$ cat config.mk
export PLATFORM = sky130hd
export DESIGN_NAME = unidad_control_pipeline
export DESIGN_NICKNAME = d
export VERILOG_FILES = /design/src/rtl/unidad_control_pipeline_pkg.sv /design/src/rtl/unidad_control_pipeline_riesgos.sv /design/src/rtl/unidad_control_pipeline.sv
export SDC_FILE = /design/constraint.sdc
export NUM_CORES = 1
export LEC_CHECK = 0
export ABC_AREA = 1
export BUFFER_PORTS_ARGS = -buffer_cell sky130_fd_sc_hd__buf_2
export CAP_MARGIN = 20
export CELL_PAD_IN_SITES_DETAIL_PLACEMENT = 0
export CELL_PAD_IN_SITES_GLOBAL_PLACEMENT = 2
export CORE_ASPECT_RATIO = 0.5
export CORE_MARGIN = 2
export CORE_UTILIZATION = 30
export DETAILED_ROUTE_END_ITERATION = 10
export HOLD_SLACK_MARGIN = 0.1
export PLACE_DENSITY_LB_ADDON = 0.1
export SYNTH_ARGS = -nofsm -noshare
export SYNTH_HDL_FRONTEND = slang
export SYNTH_HIERARCHICAL = 1
export SYNTH_SLANG_ARGS = --single-unit
$ cat constraint.sdc
create_clock -name i_clk -period 3.3 [get_ports i_clk]
set_clock_uncertainty 0.2 [all_clocks]
set_input_delay 0.66 -clock i_clk [delete_from_list [all_inputs] [get_ports i_clk]]
set_output_delay 0.66 -clock i_clk [all_outputs]
set_load 0.02 [all_outputs]
$ cat src/rtl/unidad_control_pipeline_pkg.sv
// Shared definitions for the pipeline sequencer: FSM state codes,
// default drain length and the hazard-detection result bundle.
package unidad_control_pipeline_pkg;

    localparam logic [2:0] ST_IDLE      = 3'd0;
    localparam logic [2:0] ST_RUN       = 3'd1;
    localparam logic [2:0] ST_STEP_WAIT = 3'd2;
    localparam logic [2:0] ST_DRAIN     = 3'd3;
    localparam logic [2:0] ST_HALTED    = 3'd4;

    localparam int DEF_DRAIN = 3;

    typedef struct packed {
        logic taken;
        logic loaduse;
    } hazard_t;

endpackage

$ cat src/rtl/unidad_control_pipeline_riesgos.sv
// Combinational hazard detection: load-use dependency between EX and ID,
// and taken-branch resolution for the branch sitting in MEM.
module unidad_control_pipeline_riesgos
    import unidad_control_pipeline_pkg::*;
#(
    parameter int REGS = 5
) (
    input  logic [REGS-1:0] rs,
    input  logic [REGS-1:0] rt,
    input  logic            ex_mem_read,
    input  logic [REGS-1:0] ex_rd,
    input  logic            mem_branch,
    input  logic            mem_nbranch,
    input  logic            mem_cero,
    output hazard_t         haz
);

    always_comb begin
        haz.taken   = (mem_branch & mem_cero) | (mem_nbranch & ~mem_cero);
        // Register 0 is hardwired, so a load into it never creates a dependency.
        haz.loaduse = ex_mem_read & (ex_rd != '0) & ((ex_rd == rs) | (ex_rd == rt));
    end

endmodule

$ cat src/rtl/unidad_control_pipeline.sv
// Pipeline sequencer: run/step FSM, HALT drain, stall/flush decode for the
// five stage registers and a saturating count of advance cycles.
module unidad_control_pipeline
    import unidad_control_pipeline_pkg::*;
#(
    parameter int NBITS = 32,
    parameter int REGS  = 5,
    parameter int DRAIN = DEF_DRAIN
) (
    input  logic             i_clk,
    input  logic             i_reset,
    input  logic             i_Start,
    input  logic             i_StepMode,
    input  logic             i_Step,
    input  logic [REGS-1:0]  i_IF_ID_Rs,
    input  logic [REGS-1:0]  i_IF_ID_Rt,
    input  logic             i_ID_EX_MemRead,
    input  logic [REGS-1:0]  i_ID_EX_RegistroDestino,
    input  logic             i_EX_MEM_Branch,
    input  logic             i_EX_MEM_NBranch,
    input  logic             i_EX_MEM_Cero,
    input  logic             i_HaltID,
    output logic             o_PC_Enable,
    output logic             o_PCSrc,
    output logic             o_IF_ID_Enable,
    output logic             o_IF_ID_Flush,
    output logic             o_ID_EX_Enable,
    output logic             o_ID_EX_Flush,
    output logic             o_EX_MEM_Enable,
    output logic             o_EX_MEM_Flush,
    output logic             o_MEM_WB_Enable,
    output logic             o_Running,
    output logic             o_Halted,
    output logic [NBITS-1:0] o_CycleCount
);

    localparam int DCNT_W = (DRAIN < 2) ? 1 : $clog2(DRAIN + 1);

    logic [2:0]        state, state_nxt;
    logic              step_r, step_nxt;
    logic [DCNT_W-1:0] dcnt, dcnt_nxt;
    logic [NBITS-1:0]  cycle_count;
    hazard_t           haz;
    logic              adv, in_exec, drain_abort;

    function automatic logic [NBITS-1:0] sat_inc(input logic [NBITS-1:0] v);
        return (&v) ? v : v + NBITS'(1);
    endfunction

    unidad_control_pipeline_riesgos #(.REGS(REGS)) u_riesgos (
        .rs          (i_IF_ID_Rs),
        .rt          (i_IF_ID_Rt),
        .ex_mem_read (i_ID_EX_MemRead),
        .ex_rd       (i_ID_EX_RegistroDestino),
        .mem_branch  (i_EX_MEM_Branch),
        .mem_nbranch (i_EX_MEM_NBranch),
        .mem_cero    (i_EX_MEM_Cero),
        .haz         (haz)
    );

    assign in_exec = (state == ST_RUN) | (state == ST_STEP_WAIT);
    assign adv     = (state == ST_RUN)
                   | ((state == ST_STEP_WAIT) & i_Step)
                   | ((state == ST_DRAIN) & (~step_r | i_Step));
    // Only the branch directly older than HALT can still be in MEM on the first drain cycle.
    assign drain_abort = (state == ST_DRAIN) & haz.taken & (dcnt == DCNT_W'(DRAIN));

    always_comb begin
        o_PC_Enable     = 1'b0;
        o_PCSrc         = 1'b0;
        o_IF_ID_Enable  = 1'b0;
        o_IF_ID_Flush   = 1'b0;
        o_ID_EX_Enable  = 1'b0;
        o_ID_EX_Flush   = 1'b0;
        o_EX_MEM_Enable = 1'b0;
        o_EX_MEM_Flush  = 1'b0;
        o_MEM_WB_Enable = 1'b0;
        state_nxt       = state;
        step_nxt        = step_r;
        dcnt_nxt        = dcnt;

        if ((state == ST_IDLE) && i_Start) begin
            step_nxt  = i_StepMode;
            state_nxt = i_StepMode ? ST_STEP_WAIT : ST_RUN;
        end

        if (adv) begin
            o_PC_Enable     = 1'b1;
            o_IF_ID_Enable  = 1'b1;
            o_ID_EX_Enable  = 1'b1;
            o_EX_MEM_Enable = 1'b1;
            o_MEM_WB_Enable = 1'b1;
            if (haz.taken && (in_exec || drain_abort)) begin
                o_PCSrc        = 1'b1;
                o_IF_ID_Flush  = 1'b1;
                o_ID_EX_Flush  = 1'b1;
                o_EX_MEM_Flush = 1'b1;
                if (drain_abort)
                    state_nxt = step_r ? ST_STEP_WAIT : ST_RUN;
            end else if (state == ST_DRAIN) begin
                o_PC_Enable   = 1'b0;
                o_IF_ID_Flush = 1'b1;
                if (haz.loaduse) begin
                    o_IF_ID_Enable = 1'b0;
                    o_ID_EX_Flush  = 1'b1;
                end else begin
                    dcnt_nxt = dcnt - DCNT_W'(1);
                    if (dcnt == DCNT_W'(1))
                        state_nxt = ST_HALTED;
                end
            end else if (haz.loaduse) begin
                o_PC_Enable    = 1'b0;
                o_IF_ID_Enable = 1'b0;
                o_ID_EX_Flush  = 1'b1;
            end else if (i_HaltID) begin
                o_PC_Enable   = 1'b0;
                o_IF_ID_Flush = 1'b1;
                state_nxt     = ST_DRAIN;
                dcnt_nxt      = DCNT_W'(DRAIN);
            end
        end
    end

    always_ff @(posedge i_clk or posedge i_reset) begin
        if (i_reset) begin
            state       <= ST_IDLE;
            step_r      <= 1'b0;
            dcnt        <= '0;
            cycle_count <= '0;
        end else begin
            state  <= state_nxt;
            step_r <= step_nxt;
            dcnt   <= dcnt_nxt;
            if (adv)
                cycle_count <= sat_inc(cycle_count);
        end
    end

    assign o_Running    = in_exec | (state == ST_DRAIN);
    assign o_Halted     = (state == ST_HALTED);
    assign o_CycleCount = cycle_count;

endmodule
Yosys cells after proc, flatten, opt, wreduce, memory -nomap -nowiden
Index checks and enable logic that the tools add are counted.
{ "word_totals": {"output_inout_bits": 43, "input_bits": 25, "elab_cells": 77, "ff_bits": 38} }
{ "classes": {"n_addsub": 2, "n_bitwise": 20, "mux": 34, "reduce_logical": 9, "n_eq_ne": 8} }
{ "op_table": {"columns": ["operator", "n"], "rows": [
  ["32-bit by 1-bit adder with 32-bit output, second input constant", 1],
  ["32-bit AND reduction", 1],
  ["3-bit two-way mux", 9],
  ["1-bit two-way mux", 19],
  ["2-bit two-way mux", 6],
  ["5-bit equality test", 2],
  ["1-bit AND", 8],
  ["1-bit bitwise OR", 7],
  ["3-bit by 2-bit equality test with 1-bit output, second input constant", 2],
  ["1-bit inverter", 5],
  ["5-bit nonzero test", 1],
  ["4-bit AND reduction", 1],
  ["3-bit by 1-bit equality test with 1-bit output, second input constant", 1],
  ["3-bit equality test, second input constant", 1],
  ["3-bit zero test", 1],
  ["2-bit by 1-bit equality test with 1-bit output, second input constant", 1],
  ["2-bit equality test, second input constant", 1],
  ["1-bit logical AND", 2],
  ["2-bit AND reduction", 1],
  ["2-bit nonzero test", 1],
  ["2-bit by 1-bit subtractor with 2-bit output, second input constant", 1],
  ["1-bit logical OR", 1]
]} }

Logic depth before layout (Yosys ltp)
{ "depth": {"word_depth": 9, "mapped_depth": 11, "mapped_depth_nobuf": 11} }

By module
The synthesis kept the hierarchy.
{ "modules_own_cells": {"columns": ["module", "area_per_inst_um2", "seq_area_each_um2", "n_inst", "cells_each"], "rows": [
  ["unidad_control_pipeline", 2728.9, 950.9, 1, 435],
  ["unidad_control_pipeline_riesgos", 209.0, 0.0, 1, 46]
]} }

Least setup slack after synthesis
Ideal clock, no wire load.
{ "synth_path": {"path_kind": "input to output", "start": "in i_Step", "end": "out o_PC_Enable", "path_slack_ps": 726, "t_required_ps": 2440, "stages": 9, "path_buffers": 1, "arrival_time_ps": 1714, "path_cell_list": "inv_1 nand2_1 nand3_1 nand2_2 buf_4 inv_1 a21oi_2 o21ai_0 inv_1"} }
{ "synth_via": {"elab_chain_cells": 4, "elab_cells_between_ends": 6, "classes_between": "mux: 1; bitwise: 5"} }
{ "synth_rtl": {"columns": ["item", "line", "rtl"], "rows": [
  ["from (decl)", "unidad_control_pipeline.sv:14", "input logic i_Step,"],
  ["1-bit AND / 1-bit bitwise OR (equally long branches)", "unidad_control_pipeline.sv:63, unidad_control_pipeline.sv:64", null],
  ["1-bit bitwise OR / 1-bit AND (equally long branches)", "unidad_control_pipeline.sv:63, unidad_control_pipeline.sv:64", null],
  ["1-bit bitwise OR (*)", "unidad_control_pipeline.sv:64", "| ((state == ST_DRAIN) & (~step_r | i_Step));"],
  ["1-bit two-way mux (*)", "unidad_control_pipeline.sv:87", "if (adv) begin"],
  ["to (decl)", "unidad_control_pipeline.sv:23", "output logic o_PC_Enable,"]
]} }
Every way passes the cells marked *; elsewhere a longest branch is shown, timed or not.

==> metrics <==
fin nets 576; WP buf/inv 4; Core ar. 9480 µm²; slowest stage cell, crit path a21oi_2; Initial DRT Pass Iterations 4; Setup Buffers After CTS 0; R2R setup slack 0.96 ns; Register-to-Register Path Depth 10; GRT Total Usage 0.166; status finished clean; Critical path destination o_IF_ID_Flush; Die Y 74.0 µm; critical path required time 2.44 ns; Hold Vio Cnt, Final 0; Yosys reg bits 38; Mapped Cells 481; pwr dens 292 nW/µm²; Top-Level Pins 68; CP Cell Sequence buf_2, inv_2, nand2_1, nand2_1, nor2_1, nand3_1, a21oi_2, nor2_1, o31ai_1, inv_1, buf_2; Yosys warnings 6; CTS Hold Bufs 0; CTS tree built; Inserted Clock Buffers 5; Fill cells 1102; CTS root buffer clkbuf_16; largest net degree at the start of global routing 39; fmax 353 MHz; first-pass GRT wire length 13.5 mm; final worst path period need 2.83 ns; Iter 0 DRT Violations 131; Post-Synth XOR/XNOR Area 0.0477; post-synth cell types 25; type of element capturing the critical path primary output; vias in the first global route 2716; relative slew slack 0.654; RSZ-0062 raised after global routing false; n_diodes 0; Post-Syn Nets 509; # rows 25; DP Wirelength 6.37 mm; Vias per Instance 4.33; Final Total Pwr 1.03 mW; layout cells sized above 1 0.177; largest family of logic cells by synthesized area simple AND/OR/NAND/NOR gates; CTS H-tree lvls 2; Max rail drop VDD 126 µV; die area 10600 µm²; Final period util 0.857; ANT nets after route 0; number of cells on the critical path 11; Overflow after GRT 0; commonest non-fill, non-tap cell in the layout nand2_1; largest fanout on the critical path 5; crit path kind input port to primary output; fin. max-slew vios 0; Sink Count 38; sequential share of the synthesized area 0.324; clk slew on worst S/H paths 0.06 ns; DRC Markers 0; post-synthesis compound-gate area fraction 0.0324; CP startpoint kind input port; worst hold path class input port to async pin; worst r2r dst o_CycleCount[11]; Critical Path Max Stage Delay 0.28 ns; Pleak 1.97 nW; worst slew pin tran 0.519 ns; CTS resizes 0; most frequent cells in the layout nand2_1, buf_2, nor2_1, inv_1, dfrtp_1; # port buffers 67; initial antenna violation count 0; average size of a mapped cell 6.11 µm²; clk_lat worst skew 0.29 ns; post-DR wirelength/cell 12.1 µm; mux contribution to synthesized area 0.00383; vias 2960; Post-Syn Area 2940 µm²; WP data arrival 1.97 ns; setup TNS 0 ns; DRT Wirelength 8.27 mm; Synth Area in Adders 0.0128; area delta synth->final 20.0%; gpl congestion 0.770; max_cap viols 0; simple-gate share of the synthesized area 0.475; Final setup viols 0; Clock Tree Buf Depth 2; critical path launch point i_ID_EX_RegistroDestino[4]; Initial Utilization 0.310; cell family with the largest share of critical-path delay compound AO/OA/AOI/OAI gates; die width 144 µm; reg-to-reg startpoint o_CycleCount[0]
==> sequential cells by signal, indices dropped and copies added (netlist names) <==
register / cells
o_CycleCount: 32
state: 3
step_r: 1
dcnt: 2
==> worst min-delay path by stage <==
| stage | end | slack, ns |
|---|---|---|
| floorplan | step_r | 0.25 |
| global placement | step_r | 0.29 |
| detailed placement | step_r | 0.29 |
| CTS | o_CycleCount[30] | 0.31 |
| global route | o_CycleCount[17] | 0.37 |
| finish | o_CycleCount[17] | 0.29 |
==> logic make-up (layout without fill, tap and decap cells) <==
family	count (synthesis)	count (layout)
AOI/OAI and AO/OA	17	17
xor gates and xnor gates	16	16
adders and majority gates	3	3
buffers and inverters	69	137
DFF	38	38
muxes	1	1
and+or+nand+nor	337	337
==> through the flow <==
step	worst slack, ns	hold WS, ns	utilization	cell area [µm²]	std cells
2_1_floorplan	0.726	0.253	-	2940	481
3_3_place_gp	0.508	0.288	0.356	3380	676
3_5_place_dp	0.496	0.291	0.356	3380	676
4_1_cts	0.480	0.305	0.372	3530	684
5_1_grt	0.292	0.374	0.372	3530	684
6_report	0.471	0.288	0.372	3530	684
==> worst register-to-register path: cells and delay by family (launching register included) <==
kind / cells / cell delay, ns
fa+ha+maj: 1 / 0.30
simple gates: 7 / 0.95
buf+inv: 2 / 0.31
flops: 1 / 0.47
==> cell type report <==
cell class                 count  area, µm²  share of cell area
timing repair buffer          69        350              0.0994
multi-input combinational    374       1680               0.477
tap                          135        169              0.0479
sequential                    38        951               0.270
inverter                      60        228              0.0646
clock inverter                 1       5.00             0.00142
clock buffer                   7        143              0.0405
==> report_power, final <==
group	switching, mW	internal (mW)
Sequential	0.000719	0.467
Combinational	0.0313	0.0218
Clock	0.208	0.300
Total	0.240	0.789
==> per-layer routing <==
| metal | up-vias | share of wire | global-route usage |
|---|---|---|---|
| li1 | 1577 | - | - |
| met1 | 1320 | 0.53 | 0.237 |
| met2 | 56 | 0.42 | 0.260 |
| met3 | 7 | 0.041 | 0.0380 |
| met4 | 0 | 0.0076 | 0.0359 |
| met5 | - | 0 | 0 |
==> synth_stat cells (all sizes together) <==
cell	instances	share of area
a21oi	3	0.0077
nand3b	3	0.0077
o31ai	1	0.0026
nand3	25	0.043
o21ai	13	0.022
xnor2	7	0.021
nor3	2	0.0034
dfrtp	38	0.32
mux2	1	0.0038
buf	9	0.027
inv	60	0.078
xor2	9	0.027
nand2	237	0.31
nand4	4	0.0085
ha	3	0.013
nor2	66	0.099
No activity file was read; power rests on OpenSTA's default activity.
